<file path="config.mk">
export PLATFORM = sky130hd
export DESIGN_NAME = tt_um_prampal_lut_array
export DESIGN_NICKNAME = d
export VERILOG_FILES = /design/src/rtl/tt_um_prampal_lut_array.sv
export SDC_FILE = /design/constraint.sdc
export NUM_CORES = 1
export LEC_CHECK = 0
export CAP_MARGIN = 25
export CORE_UTILIZATION = 55
export DETAILED_ROUTE_END_ITERATION = 8
export PLACE_DENSITY = 0.79
export SYNTH_ARGS = -nofsm -noshare
export SYNTH_HDL_FRONTEND = slang
export SYNTH_SLANG_ARGS = --single-unit
</file>
<file path="constraint.sdc">
create_clock -name clk -period 2 [get_ports clk]
set_clock_uncertainty 0.2 [all_clocks]
set_input_delay 0.5 -clock clk [delete_from_list [all_inputs] [get_ports clk]]
set_output_delay 0.5 -clock clk [all_outputs]
set_load 0.05 [all_outputs]
</file>
<file path="src/rtl/tt_um_prampal_lut_array.sv">
// Purpose: NUM_LUTS programmable LUT_INPUTS-input look-up tables on shared pins, serially reprogrammed with an atomic commit.
// Latency: input change to uo_out is 1 clk (3 clk when TT_LUT_INPUT_SYNC_EN adds a 2-flop input synchronizer).
// Backpressure: none; a config bit is taken per cfg_strobe rising edge, and strobes beyond a full table set are ignored.
// Optional feature macro: TT_LUT_INPUT_SYNC_EN (defined: ui_in[6:0] pass through a 2-flop synchronizer first).
module tt_um_prampal_lut_array #(
  parameter int         NUM_LUTS     = 4,
  parameter int         LUT_INPUTS   = 3,
  parameter logic [7:0] RESET_TABLE0 = 8'h8F
) (
  input  logic       clk,
  input  logic       rst_n,
  input  logic       ena,
  input  logic [7:0] ui_in,
  output logic [7:0] uo_out,
  input  logic [7:0] uio_in,
  output logic [7:0] uio_out,
  output logic [7:0] uio_oe
);

  // Entries per table and total configuration bits across all tables.
  localparam int TBL   = 1 << LUT_INPUTS;
  localparam int TOTAL = NUM_LUTS * TBL;

  localparam logic [5:0]       TOTAL_CNT  = 6'(TOTAL);
  // LUT0 reset table keeps the old fixed tile behaviour; every other LUT starts at 0.
  localparam logic [TOTAL-1:0] ACTIVE_RST = TOTAL'(RESET_TABLE0[TBL-1:0]);

  typedef enum logic [1:0] {
    IDLE   = 2'd0,
    LOAD   = 2'd1,
    COMMIT = 2'd2,
    HOLD   = 2'd3
  } state_t;

  // ---------------------------------------------------------------------------
  // Input conditioning
  // ---------------------------------------------------------------------------
  logic [6:0] in_s;

`ifdef TT_LUT_INPUT_SYNC_EN
  logic [6:0] sync1_q;
  logic [6:0] sync2_q;

  // Two-flop synchronizer ahead of all logic for asynchronous pin drivers.
  always_ff @(posedge clk or negedge rst_n) begin
    if (!rst_n) begin
      sync1_q <= '0;
      sync2_q <= '0;
    end else begin
      sync1_q <= ui_in[6:0];
      sync2_q <= sync1_q;
    end
  end

  assign in_s = sync2_q;
`else
  assign in_s = ui_in[6:0];
`endif

  logic [LUT_INPUTS-1:0] idx;
  logic                  cfg_en;
  logic                  cfg_bit;
  logic                  cfg_strobe;
  logic                  freeze;

  assign idx        = in_s[LUT_INPUTS-1:0];
  assign cfg_en     = in_s[3];
  assign cfg_bit    = in_s[4];
  assign cfg_strobe = in_s[5];
  assign freeze     = in_s[6];

  // ---------------------------------------------------------------------------
  // Strobe edge detection
  // ---------------------------------------------------------------------------
  logic strobe_q;
  logic strobe_edge;

  // Remember last strobe level so a held strobe yields exactly one bit.
  always_ff @(posedge clk or negedge rst_n) begin
    if (!rst_n) begin
      strobe_q <= 1'b0;
    end else begin
      strobe_q <= cfg_strobe;
    end
  end

  assign strobe_edge = cfg_strobe & ~strobe_q;

  // ---------------------------------------------------------------------------
  // Configuration state machine
  // ---------------------------------------------------------------------------
  state_t           state_q;
  state_t           state_d;
  logic [TOTAL-1:0] shadow_q;
  logic [TOTAL-1:0] shadow_d;
  logic [TOTAL-1:0] active_q;
  logic [TOTAL-1:0] active_d;
  logic [5:0]       bit_count_q;
  logic [5:0]       bit_count_d;
  logic             done_q;
  logic             done_d;
  logic             err_q;
  logic             err_d;

  // Next-state logic: shadow shifts MSB-first, active tables only change in COMMIT.
  always_comb begin
    state_d     = state_q;
    shadow_d    = shadow_q;
    active_d    = active_q;
    bit_count_d = bit_count_q;
    done_d      = done_q;
    err_d       = err_q;

    case (state_q)
      IDLE: begin
        if (cfg_en) begin
          state_d     = LOAD;
          bit_count_d = '0;
          done_d      = 1'b0;
          shadow_d    = '0;
        end
      end

      LOAD: begin
        // Dropping cfg_en wins over a coincident strobe edge: abort, keep old tables.
        if (!cfg_en) begin
          state_d  = IDLE;
          err_d    = 1'b1;
          shadow_d = '0;
        end else if (strobe_edge) begin
          shadow_d    = {shadow_q[TOTAL-2:0], cfg_bit};
          bit_count_d = bit_count_q + 6'd1;
          if (bit_count_q == TOTAL_CNT - 6'd1) begin
            state_d = COMMIT;
          end
        end
      end

      COMMIT: begin
        active_d = shadow_q;
        done_d   = 1'b1;
        err_d    = 1'b0;
        state_d  = HOLD;
      end

      HOLD: begin
        // Further strobes are ignored here; bit_count stays at TOTAL.
        if (!cfg_en) begin
          state_d = IDLE;
        end
      end

      default: begin
        state_d = IDLE;
      end
    endcase
  end

  // Configuration registers; reset mid-load restores the power-on tables too.
  always_ff @(posedge clk or negedge rst_n) begin
    if (!rst_n) begin
      state_q     <= IDLE;
      shadow_q    <= '0;
      active_q    <= ACTIVE_RST;
      bit_count_q <= '0;
      done_q      <= 1'b0;
      err_q       <= 1'b0;
    end else begin
      state_q     <= state_d;
      shadow_q    <= shadow_d;
      active_q    <= active_d;
      bit_count_q <= bit_count_d;
      done_q      <= done_d;
      err_q       <= err_d;
    end
  end

  // ---------------------------------------------------------------------------
  // LUT evaluation
  // ---------------------------------------------------------------------------
  logic [NUM_LUTS-1:0] lut_val;
  logic [NUM_LUTS-1:0] out_q;

  // LUT i occupies active_q[i*TBL +: TBL]; entry n is the output for index n.
  for (genvar i = 0; i < NUM_LUTS; i++) begin : g_lut
    logic [TBL-1:0] tbl;
    assign tbl        = active_q[i*TBL +: TBL];
    assign lut_val[i] = tbl[idx];
  end

  // Registered LUT outputs; freeze holds the previous value.
  always_ff @(posedge clk or negedge rst_n) begin
    if (!rst_n) begin
      out_q <= '0;
    end else if (!freeze) begin
      out_q <= lut_val;
    end
  end

  // ---------------------------------------------------------------------------
  // Output packing
  // ---------------------------------------------------------------------------
  logic [6:0] lut_field;
  logic       cfg_busy;

  // Unused LUT slots read as zero.
  always_comb begin
    lut_field                 = '0;
    lut_field[NUM_LUTS-1:0]   = out_q;
  end

  assign cfg_busy = (state_q != IDLE);
  assign uo_out   = {cfg_busy, lut_field};
  assign uio_out  = {bit_count_q, err_q, done_q};
  assign uio_oe   = 8'hFF;

  // Pins that carry no function in this tile.
  logic unused_ok;
  assign unused_ok = &{1'b0, ena, uio_in, ui_in[7], in_s};

endmodule

</file>
# Word-level counts from Yosys, hierarchy flattened
# Cells that the tools add are included.
[totals]
regBits = 79
latchBits = 0
mem_bits_rw = 0
mem_bits_ro = 0
out_inout_bits = 24
mem_count = 0
[classes]
add_sub_neg = 1
n_mul = 0
div = 0
order_cmp = 1
eq_ne = 11
shift = 0
n_mux = 26
n_bitwise = 2
reduce_logical = 10
[op_table]
columns = ["operator", "count"]
rows = [
  ["two-way mux 32 bit", 3],
  ["one-hot mux 32 bit (2 select lines)", 1],
  ["two-way mux 6 bit", 3],
  ["binary-select mux 1 bit (select 3 bit)", 4],
  ["one-hot mux 6 bit (2 select lines)", 1],
  ["two-way mux 2 bit", 5],
  ["!= test 2 bit (second input constant)", 5],
  ["one-hot mux 2 bit (4 select lines)", 1],
  ["AND reduction 4 bit", 2],
  ["nonzero test 2 bit", 4],
  ["adder 6 x 1 -> 6 bit (second input constant)", 1],
  ["== test 6 x 5 -> 1 bit (second input constant)", 1],
  ["two-way mux 1 bit", 6],
  ["!= test 3 bit (second input constant)", 2],
  ["== test 2 bit (second input constant)", 2],
  ["< comparator 3 x 4 -> 1 bit (second input constant)", 1],
  ["one-hot mux 1 bit (2 select lines)", 2],
  ["AND reduction 2 bit", 2],
  ["AND reduction 3 bit", 1],
  ["== test 2 x 1 -> 1 bit (second input constant)", 1],
  ["zero test 2 bit", 1],
  ["AND 1 bit", 1],
  ["NOT 1 bit", 1],
]

# Longest topological paths before layout
[depth]
word_depth = 5
depth_mapped = 6
ltp_nobuf = 5

# Least setup slack after synthesis
# No wires, ideal clock.
[synth_timing]
kind = "register to register"
start = "register bit_count_q[0]"
end = "register state_q[0]"
setup_time_ns = 0.131
arrival_ns = 1.686
t_required_ns = 1.669
path_slack_ns = -0.016
path_stages_with_launch = 6
n_path_buf = 0
period_less_slack_ns = 2.016
cell_sequence = "dfrtp_1 -> ha_1 -> nand3_1 -> or4_1 -> o21ai_0 -> nand2_1"
[synth_via]
elab_chain_len = 3
[synth_rtl]
columns = ["element", "line", "text"]
rows = [
  ["start: declaration", "98", "logic [5:0] bit_count_q;"],
  ["start signal: assignment", "172", "bit_count_q <= bit_count_d;"],
  ["== test 6 x 5 -> 1 bit", "133", "if (bit_count_q == TOTAL_CNT - 6'd1) begin"],
  ["!= test 3 bit (no line)", "--", ""],
  ["AND reduction 4 bit (no line)", "--", ""],
  ["end signal: assignment", "169", "state_q <= state_d;"],
  ["end: declaration", "92", "state_t state_q;"],
]
# Every way passes these cells.
# A chain may end at the register's enable or synchronous reset.

# Worst setup path after layout
[layout_timing]
start = "register state_q[0]"
end = "output uo_out[7]"
[layout_via]
elab_chain_len = 1
[layout_rtl]
columns = ["element", "line", "text"]
rows = [
  ["nonzero test 2 bit", "212", "assign cfg_busy = (state_q != IDLE);"],
  ["end: declaration", "14", "output logic [7:0] uo_out,"],
]
# Every way passes these cells.

==> impl_metrics.ini <==
[status]
result_of_the_run = finished clean

[global_routing]
grt_pass1_vias = 2283
globalRoute.totalOverflow = 0
met1_grt_util_pct = 26.1
grt_busiest_layer = met2
grt_antenna_before_repair = 0
largest_net_degree_at_the_start_of_global_routing = 67
grt_use_total_pct = 21.0
grt_pass1_wl_mm = 10.4
gr-usage-met2_pct = 35.2
groute.layer.met3.usage_pct = 5.49

[route]
via_count = 2346
wl_per_cell_um = 14.0
number_of_design_rule_violations_left_after_detail_routing = 0
avgViaCountPerCell = 5.19
drc_violation_total_after_the_first_tritonroute_iteration = 132
wirelength_mm = 6.34
firstDrtPassIters = 4
ant_nets = 0

[setup_path]
critical_path_end_type = output pin
worstPathArrival_ns = 1.22
critical_path.max_fanout = 7
crit_start = state_q[0]
r2r_slack_ns = 0.14
worst_r2r_path_depth = 5
endpoint = uo_out[7]
r2r-end = shadow_q[26]
r2r_start = strobe_q
required_time_of_the_worst_setup_path_ns = 1.30
worstPathCellList = inv_2 -> nand2_1 -> buf_12
worst-setup-path-type = flop to output pin
timing.critical_path.slowest_cell_delay_ns = 0.50
max_stage_delay_cell_worst_path = sky130_fd_sc_hd__dfrtp_1
crit_path_start_kind = flop

[floorplanning]
die_height_um = 82.6
core_area_sq_um = 6310
row_count = 29
initial_standard_cell_utilization_of_the_core_pct = 56.6
fp.dieArea_sq_um = 6820
io_pins = 43
chipWidth_um = 82.6

[synth]
synth_top_flop_cell = sky130_fd_sc_hd__dfrtp_1
synth_edf_count = 0
syn-instance-count = 341
syn-cell-area_sq_um = 3570
synth_top_area_share_pct = 51.8
synth_area_leaders = sky130_fd_sc_hd__dfrtp_1 52%, sky130_fd_sc_hd__mux2i_1 13%, sky130_fd_sc_hd__nand2_1 7.9%
synth.avg_cell_area_sq_um = 10.5
dominant_cell_type_by_area_after_synthesis = sky130_fd_sc_hd__dfrtp_1
async_flop_share_pct = 100
synth.ff_latch_count = 79
seq_area_frac_synth_pct = 55.5
synth_cell_types = 27
count_of_yosys_warnings_during_synthesis = 0

[layout]
area_growth_pct = 18.0
antenna_cells_inserted = 0
commonest_non_fill_non_tap_cell_in_the_layout = sky130_fd_sc_hd__nand2_1
post_route_cells_drive_above_1_share_pct = 17.1
highest_count_cells_in_the_layout_ignoring_fill_and_taps = 75 x sky130_fd_sc_hd__nand2_1, 72 x sky130_fd_sc_hd__dfrtp_1, 47 x sky130_fd_sc_hd__mux2i_1
nets = 390

[power_and_ir_drop]
power.ir.vdd_worst_mv = 0.450
cellLeakagePower_uw = 0.00198
power_uw = 3440
power.density_nw_per_um2 = 816

[cts]
clk_pin_slew_worst_paths_ns = 0.08
cts_tree = yes
tritoncts.num_buffers = 9
postCtsSetupBuffers = 0
cts_buffer_depth = 2
clk_sink_count = 79
htreeDepth = 3
clk_latency_ns = 0.34
cts.root.buffer_cell = sky130_fd_sc_hd__clkbuf_8

[timing]
layout_worst_path_cycle_share_pct = 95.9
rsz0062_at_grt = no
finalSetupTns_ns = 0
slew_viol_final = 0
final_critical_path_time_including_i_o_delays_and_setup_ns = 1.92
final-setup-viol-count = 0
count_of_endpoints_failing_hold_in_the_final_timing_report = 0
max_fclk_ghz = 0.522

[min_path]
holdPathStages = 1
worstHoldPathType = input port to flop

[placed_design]
placement.io_buffers = 21
dpl.hpwl_mm = 4.15
place.gp.congestion = 0.705

[run]
max_cap_violations = 0
## cell families (layout without fill, tap and decap cells)
| kind of cell | count (synthesis) | in the layout | share of synthesized area [%] |
|---|---|---|---|
| compound gates | 50 | 50 | 7.49 |
| other cells | 2 | 11 | 0.210 |
| buf+inv | 65 | 90 | 9.24 |
| flops | 79 | 79 | 55.5 |
| simple gates | 91 | 91 | 10.9 |
| fa+ha+maj | 1 | 1 | 0.350 |
| mux | 53 | 53 | 16.3 |
## critical path: cells and delay by family, from the launching register on
| kind | cells | cell delay (ns) |
|---|---|---|
| and+or+nand+nor | 1 | 0.13 |
| buffers and inverters | 2 | 0.24 |
| DFF | 1 | 0.50 |
## through the flow
stage | cells | cell area (sq um) | utilization [%] | hold slack (ns) | worst slack [ns]
detailed placement | 434 | 3940 | 62.4 | 0.270 | -0.308
CTS | 451 | 4180 | 66.2 | 0.286 | 0.0270
global route | 452 | 4220 | 66.8 | 0.117 | 0.0190
global placement | 434 | 3940 | 62.4 | 0.261 | -0.245
floorplan | 350 | 3610 | - | 0.00441 | 0.143
finish | 452 | 4220 | 66.8 | 0.122 | 0.0826
## state kept, by name (all words and copies together) (netlist names), named ones only
name and cells:
bit_count_q 6, state_q 1, err_q 1, done_q 1, out_q 4, shadow_q 32
strobe_q 1, active_q 32
## synthesized netlist by cell type (2+ instances only)
cell type and count:
sky130_fd_sc_hd__mux4_2 4, sky130_fd_sc_hd__clkbuf_1 4, sky130_fd_sc_hd__dfstp_2 5, sky130_fd_sc_hd__buf_6 2
sky130_fd_sc_hd__or4_1 2, sky130_fd_sc_hd__inv_1 36, sky130_fd_sc_hd__nor2_1 4, sky130_fd_sc_hd__conb_1 2
sky130_fd_sc_hd__buf_2 6, sky130_fd_sc_hd__o21ai_0 41, sky130_fd_sc_hd__buf_4 17, sky130_fd_sc_hd__nand2_1 75
sky130_fd_sc_hd__dfrtp_1 74, sky130_fd_sc_hd__a21oi_1 6, sky130_fd_sc_hd__nand3_1 2, sky130_fd_sc_hd__mux2i_1 48
sky130_fd_sc_hd__or3_1 3
## cell type report
cell class                      instances  area, sq um
Timing Repair Buffer                   38          465
Clock inverter                          4         95.1
Inverter                               36          135
Clock buffer                           12          135
Tap cell                               77         96.3
Sequential cell                        79         1990
Fill cell                             470         2100
Multi-Input combinational cell        206         1310
## worst min path at each step
| stage | from | endpoint | slack (ns) |
|---|---|---|---|
| floorplan | rst_n | async pin | 0.004 |
| global placement | active_q[30] | active_q[30] | 0.26 |
| detailed placement | active_q[21] | active_q[21] | 0.27 |
| CTS | active_q[21] | active_q[21] | 0.29 |
| global route | ui_in[5] | strobe_q | 0.12 |
| finish | ui_in[5] | strobe_q | 0.12 |
## metal layers
layer / part of all wire, % / wire, um / vias to the layer above
li1: - / - / 1149
met1: 45 / 2820 / 1146
met2: 51 / 3220 / 41
met3: 3.6 / 231 / 10
met4: 0.99 / 63 / 0
met5: 0 / 0 / -
## power by group
part | leakage (uW) | switching [uW] | internal [uW]
combinational | 0.000799 | 235 | 155
sequential | 0.00106 | 32.0 | 1660
clock | 0.000115 | 534 | 829
## what timing repair did
item	4_1_cts	5_1_grt
hold endpoints to repair	25	0
hold buffers	1	0
resized for setup	0	5
endpoints found under the setup margin	0	5
Power figures use the tool's default switching activity.
